`src/rtl/regfile_pkg.sv`:
```
// Shared register-file definitions: bus widths, register count and address helpers.
package regfile_pkg;

    localparam int unsigned REG_W      = 32;  // RegBus width
    localparam int unsigned REG_ADDR_W = 5;   // RegAddrBus width
    localparam int unsigned REG_NUM    = 32;  // architectural registers

    localparam logic WRITE_ENABLE  = 1'b1;
    localparam logic WRITE_DISABLE = 1'b0;

    typedef logic [REG_W-1:0]      reg_bus_t;
    typedef logic [REG_ADDR_W-1:0] reg_addr_t;

    localparam reg_bus_t  ZERO_WORD    = '0;
    localparam reg_addr_t NOP_REG_ADDR = '0;

    // x0 is hardwired to zero, so any access to it is a no-op.
    function automatic logic is_x0(input reg_addr_t addr);
        return addr == NOP_REG_ADDR;
    endfunction

endpackage

```
`src/rtl/regfile_read_port.sv`:
```
// One combinational read port: enable / x0 / write-back bypass / busy priority mux.
module regfile_read_port
    import regfile_pkg::*;
(
    input  logic      enable_i,
    input  reg_addr_t addr_i,
    input  logic      w_enable_i,
    input  reg_addr_t w_addr_i,
    input  reg_bus_t  w_data_i,
    input  reg_bus_t  reg_data_i,
    input  logic      reg_pending_i,
    output reg_bus_t  data_o,
    output logic      busy_o
);

    // Priority: disabled, x0, same-cycle write-back, stored value.
    always_comb begin
        data_o = ZERO_WORD;
        busy_o = 1'b0;
        if (!enable_i || is_x0(addr_i)) begin
            data_o = ZERO_WORD;
            busy_o = 1'b0;
        end else if ((w_enable_i == WRITE_ENABLE) && (w_addr_i == addr_i)) begin
            // The producer is retiring right now, so the operand is ready.
            data_o = w_data_i;
            busy_o = 1'b0;
        end else begin
            data_o = reg_data_i;
            busy_o = reg_pending_i;
        end
    end

endmodule

```
`src/rtl/regfile_sb.sv`:
```
// Integer register file with per-register pending-write scoreboard and bypassed reads.
module regfile_sb
    import regfile_pkg::*;
(
    input  logic                  clk,
    input  logic                  rst_n,
    input  logic                  r1_enable_i,
    input  reg_addr_t             r1_addr_i,
    output reg_bus_t              r1_data_o,
    output logic                  r1_busy_o,
    input  logic                  r2_enable_i,
    input  reg_addr_t             r2_addr_i,
    output reg_bus_t              r2_data_o,
    output logic                  r2_busy_o,
    input  logic                  iss_enable_i,
    input  reg_addr_t             iss_addr_i,
    input  logic                  w_enable_i,
    input  reg_addr_t             w_addr_i,
    input  reg_bus_t              w_data_i,
    input  logic                  flush_i,
    output logic [REG_ADDR_W:0]   pending_cnt_o
);

    localparam int unsigned CNT_W = REG_ADDR_W + 1;

    reg_bus_t               mem_q [REG_NUM];
    reg_bus_t               mem_d [REG_NUM];
    logic [REG_NUM-1:0]     pending_q;
    logic [REG_NUM-1:0]     pending_d;
    logic [CNT_W-1:0]       cnt_q;
    logic [CNT_W-1:0]       cnt_d;

    // Register write; x0 is never written.
    always_comb begin
        for (int i = 0; i < REG_NUM; i++) begin
            mem_d[i] = mem_q[i];
        end
        if ((w_enable_i == WRITE_ENABLE) && !is_x0(w_addr_i)) begin
            mem_d[w_addr_i] = w_data_i;
        end
    end

    // Scoreboard: flush beats everything, then write-back clears, then issue sets.
    always_comb begin
        pending_d = pending_q;
        if (flush_i) begin
            pending_d = '0;
        end else begin
            if ((w_enable_i == WRITE_ENABLE) && !is_x0(w_addr_i)) begin
                pending_d[w_addr_i] = 1'b0;
            end
            // A newer producer issued this cycle stays outstanding.
            if (iss_enable_i && !is_x0(iss_addr_i)) begin
                pending_d[iss_addr_i] = 1'b1;
            end
        end
    end

    // Popcount of next-state bits so the counter tracks the bits on the same edge.
    always_comb begin
        cnt_d = '0;
        for (int i = 0; i < REG_NUM; i++) begin
            cnt_d = cnt_d + CNT_W'(pending_d[i]);
        end
    end

    // State registers; reset discards all writes and pending state at once.
    always_ff @(posedge clk or negedge rst_n) begin
        if (!rst_n) begin
            for (int i = 0; i < REG_NUM; i++) begin
                mem_q[i] <= ZERO_WORD;
            end
            pending_q <= '0;
            cnt_q     <= '0;
        end else begin
            for (int i = 0; i < REG_NUM; i++) begin
                mem_q[i] <= mem_d[i];
            end
            pending_q <= pending_d;
            cnt_q     <= cnt_d;
        end
    end

    assign pending_cnt_o = cnt_q;

    regfile_read_port u_read_port_1 (
        .enable_i      (r1_enable_i),
        .addr_i        (r1_addr_i),
        .w_enable_i    (w_enable_i),
        .w_addr_i      (w_addr_i),
        .w_data_i      (w_data_i),
        .reg_data_i    (mem_q[r1_addr_i]),
        .reg_pending_i (pending_q[r1_addr_i]),
        .data_o        (r1_data_o),
        .busy_o        (r1_busy_o)
    );

    regfile_read_port u_read_port_2 (
        .enable_i      (r2_enable_i),
        .addr_i        (r2_addr_i),
        .w_enable_i    (w_enable_i),
        .w_addr_i      (w_addr_i),
        .w_data_i      (w_data_i),
        .reg_data_i    (mem_q[r2_addr_i]),
        .reg_pending_i (pending_q[r2_addr_i]),
        .data_o        (r2_data_o),
        .busy_o        (r2_busy_o)
    );

endmodule

```
`config.mk`:
```
export PLATFORM = sky130hd
export DESIGN_NAME = regfile_sb
export DESIGN_NICKNAME = d
export VERILOG_FILES = /design/src/rtl/regfile_pkg.sv /design/src/rtl/regfile_read_port.sv /design/src/rtl/regfile_sb.sv
export SDC_FILE = /design/constraint.sdc
export NUM_CORES = 2
export LEC_CHECK = 0
export BUFFER_PORTS_ARGS = -buffer_cell sky130_fd_sc_hd__buf_2
export CAP_MARGIN = 20
export CORE_MARGIN = 4
export CORE_UTILIZATION = 56
export DETAILED_ROUTE_END_ITERATION = 10
export PLACE_DENSITY = 0.73
export SLEW_MARGIN = 20
export SYNTH_ARGS = -nofsm -noshare
export SYNTH_HDL_FRONTEND = slang
export SYNTH_SLANG_ARGS = --single-unit
```
`constraint.sdc`:
```
create_clock -name clk -period 8.8 [get_ports clk]
set_clock_uncertainty 0.2 [all_clocks]
set_input_delay 2.64 -clock clk [delete_from_list [all_inputs] [get_ports clk]]
set_output_delay 2.64 -clock clk [all_outputs]
set_load 0.02 [all_outputs]
```
==> metrics.txt <==
outcome=completed; Period minus WS final=8130 ps; first-pass GRT wire length=273000 um; Cell Chain, Critical Path=buf_6 > or3_2 > buf_4 > o22ai_1 > a2111oi_0 > a21oi_1 > a22o_1 > buf_2; clock-pin slew on the worst setup and hold paths=approximately 60 ps; met2 usage=0.512; unrepaired setup endpoints after global routing=false; Die Wd=about 330 um; area occupied by multi-input gates=~0.029 mm2; num ports=around 130; area of the die=0.108 mm2; Worst-Skew Late Latency=700 ps; area growth from synthesis to layout=10.6%; WL/cell=34.1 um; Core Box Area=0.102 mm2; Post-synth ARST share=1.00; Vias/cell=a little over 7; max_slew headroom=0.277; initial antenna violation count=17; gr busiest metal=met2; Hold WS=193 ps; GP Congestion=between 0.9 and 1; Crit. End Element=output port; CP max stage delay=630 ps; Cell Area, Synth=between 0.05 and 0.06 mm2; GRT overflow=0; CTS H-Tree Depth=3; syn nets=4126; met1 usage=0.484; drt initial violations=4846; Post CTS Setup Buffer Count=0; row cnt=117; DP Worst Slack=423 ps; sequential area share after synthesis=0.462; Syn Area/Cell=14.2 um2; switch share=0.273; WP data required=5960 ps; Inst Count DP=5246; Routed Antenna Nets=0; Filler cells=~7600; WS Path Type=primary input to output port; final worst path period share=0.924; Top FF cell, synth=dfrtp_1; Max Clk Rate=approximately 0.12 GHz; clock sink total=roughly 1100; CTS resizes=0; post-route cell area=0.0636 mm2; Psw=3.84 mW; DRC viols=0; crit path max fanout=39; Arrival @ worst endpoint=5290 ps; Buf/Inv on CP=3; Final Setup Violations=0; DR vias=39000; largest net degree at the start of global routing=168; starting density of the core=0.564; layout cell share with drive strength beyond 1=0.450; final-report max-slew violation count=0; Post-CTS Hold Fix Bufs=0; CTS Buf Count=111; Synth cell types=61; CTS tree=done; Root Buffer=clkbuf_16; Final TNS setup=0 ps; fin worst setup slack=672 ps; Hold Vio Cnt, Final=0; Initial DRT Pass Iterations=6; vias in the first global route=39800; Post-DP Area=between 0.05 and 0.06 mm2; sequential power share=0.456; Post-synth EDFFs=0; layout net count=about 4100; Pwr Total=14.1 mW; Hold Crit Class=register to register; storage element area=0.0266 mm2; Seq cells post-synth=1062; total wire length=186000 um; Worst-Margin Slew=1080 ps; Internal Pwr Total=10.2 mW; startpoint type of the worst setup path=primary input; # Max-Cap Violations=0; Layout Utilization=0.624; PortBufs=130; LEAKAGE=28.1 nW; Non-Filler Instances=5460; clock buffer depth=3; GRT Total Usage=0.346; top cell family by delay on the critical path=compound AO/OA/AOI/OAI gates; P per Cell Area=221 mW/mm2; combinational fraction of design power=0.197; clock network power share=0.347; die height=328 um; placed wire-length estimate=approximately 100000 um; peak supply drop=roughly 0.19 mV; Yosys warnings=0; met3 usage=0.0929; Post-Syn Instances=4036; Crit-path slowest cell=a2111oi_0
worst paths after layout:
kind | startpoint | endpoint | slack (ps) | depth (start not counted)
max | r1_addr_i[2] | r1_data_o[31] | 670 | 8
min | mem_q[1009] | mem_q[1009] | 190 | 0
max reg2reg | pending_q[7] | pending_cnt_o[4] | 3570 | 16
min reg2reg | mem_q[1009] | mem_q[1009] | 190 | 0
max in group asynchronous | rst_n | mem_q[155] | 5040 | 3
min in group asynchronous | rst_n | mem_q[249] | 1770 | 1
worst reg2reg max path: cells and delay by family (launching register included):
| family | cells | cell delay [ps] |
|---|---|---|
| flip-flops | 1 | 390 |
| buffers and inverters | 2 | 100 |
| adder cells (fa/ha/maj) | 8 | 3610 |
| AND/OR/NAND/NOR | 2 | 230 |
| XOR/XNOR | 1 | 130 |
| AO/OA/AOI/OAI | 3 | 480 |
state kept, by name, indices dropped and copies added, names as in the netlist:
signal         flops
mem_q           1024
pending_q         32
pending_cnt_o      6
area by class of cell:
type | count | share of cell area
Antenna cell | 11 | 0.000433
Clock inverter | 32 | 0.00665
Multi-Input combinational cell | 2486 | 0.455
Tap cell | 1368 | 0.0269
Sequential cell | 1062 | 0.418
Timing Repair Buffer | 300 | 0.0386
Inverter | 30 | 0.00177
Clock buffer | 171 | 0.0528
placed cells by master, fill, tap and decap left out, types with 23 or more instances in the layout:
master and n:
o221ai_1 34, a22o_1 66, o22ai_1 53, buf_12 38
a32o_1 38, fa_1 24, nand4_1 35, clkbuf_8 31
nand2_1 115, dfrtp_1 1062, inv_1 30, a22oi_1 88
a21oi_1 97, buf_2 121, o21ai_0 23, clkbuf_16 113
mux2i_1 237, buf_4 135, nor2_1 33, mux2_1 115
mux2_2 905, clkbuf_1 27, mux4_2 390
cells in the mapped netlist, drive strengths merged (14+ instances only):
master	number	area (um2)
dfrtp	1062	26600
mux2	1020	11500
mux4	398	8990
mux2i	237	2370
clkbuf	232	872
buf	226	1270
nand2	132	495
a21oi	97	485
a22oi	88	661
a22o	66	578
o22ai	53	332
nor2	46	175
a32o	38	380
nand4	35	219
o221ai	34	298
inv	30	113
a2111oi	27	317
fa	24	480
o21ai	24	120
a21o	19	143
o22a	19	166
a2111o	14	158
metal layers:
metal	part of all wire	wire length, um
met4	0.052	9700
met5	0.000059	11
met3	0.11	21300
met1	0.39	72100
met2	0.45	82900
kinds of logic after synthesis:
| kind of cell | count (synthesis) | synth area share |
|---|---|---|
| AND/OR/NAND/NOR | 281 | 0.0227 |
| buffers and inverters | 488 | 0.0391 |
| AO/OA/AOI/OAI | 509 | 0.0672 |
| multiplexers | 1655 | 0.397 |
| adder cells (fa/ha/maj) | 31 | 0.00988 |
| flip-flops | 1062 | 0.462 |
| XOR/XNOR | 10 | 0.00152 |
power groups by stage:
stage                     sequential (mW)  clock (mW)  combinational (mW)
after floorplan                      6.28           0                2.10
after global placement               6.41           0                2.67
after global routing                 6.54        5.12                2.96
after CTS                            6.40        4.92                2.76
after detailed placement             6.48           0                2.75
final                                6.42        4.88                2.77
Note: power is estimated with default switching activity, not from simulation.
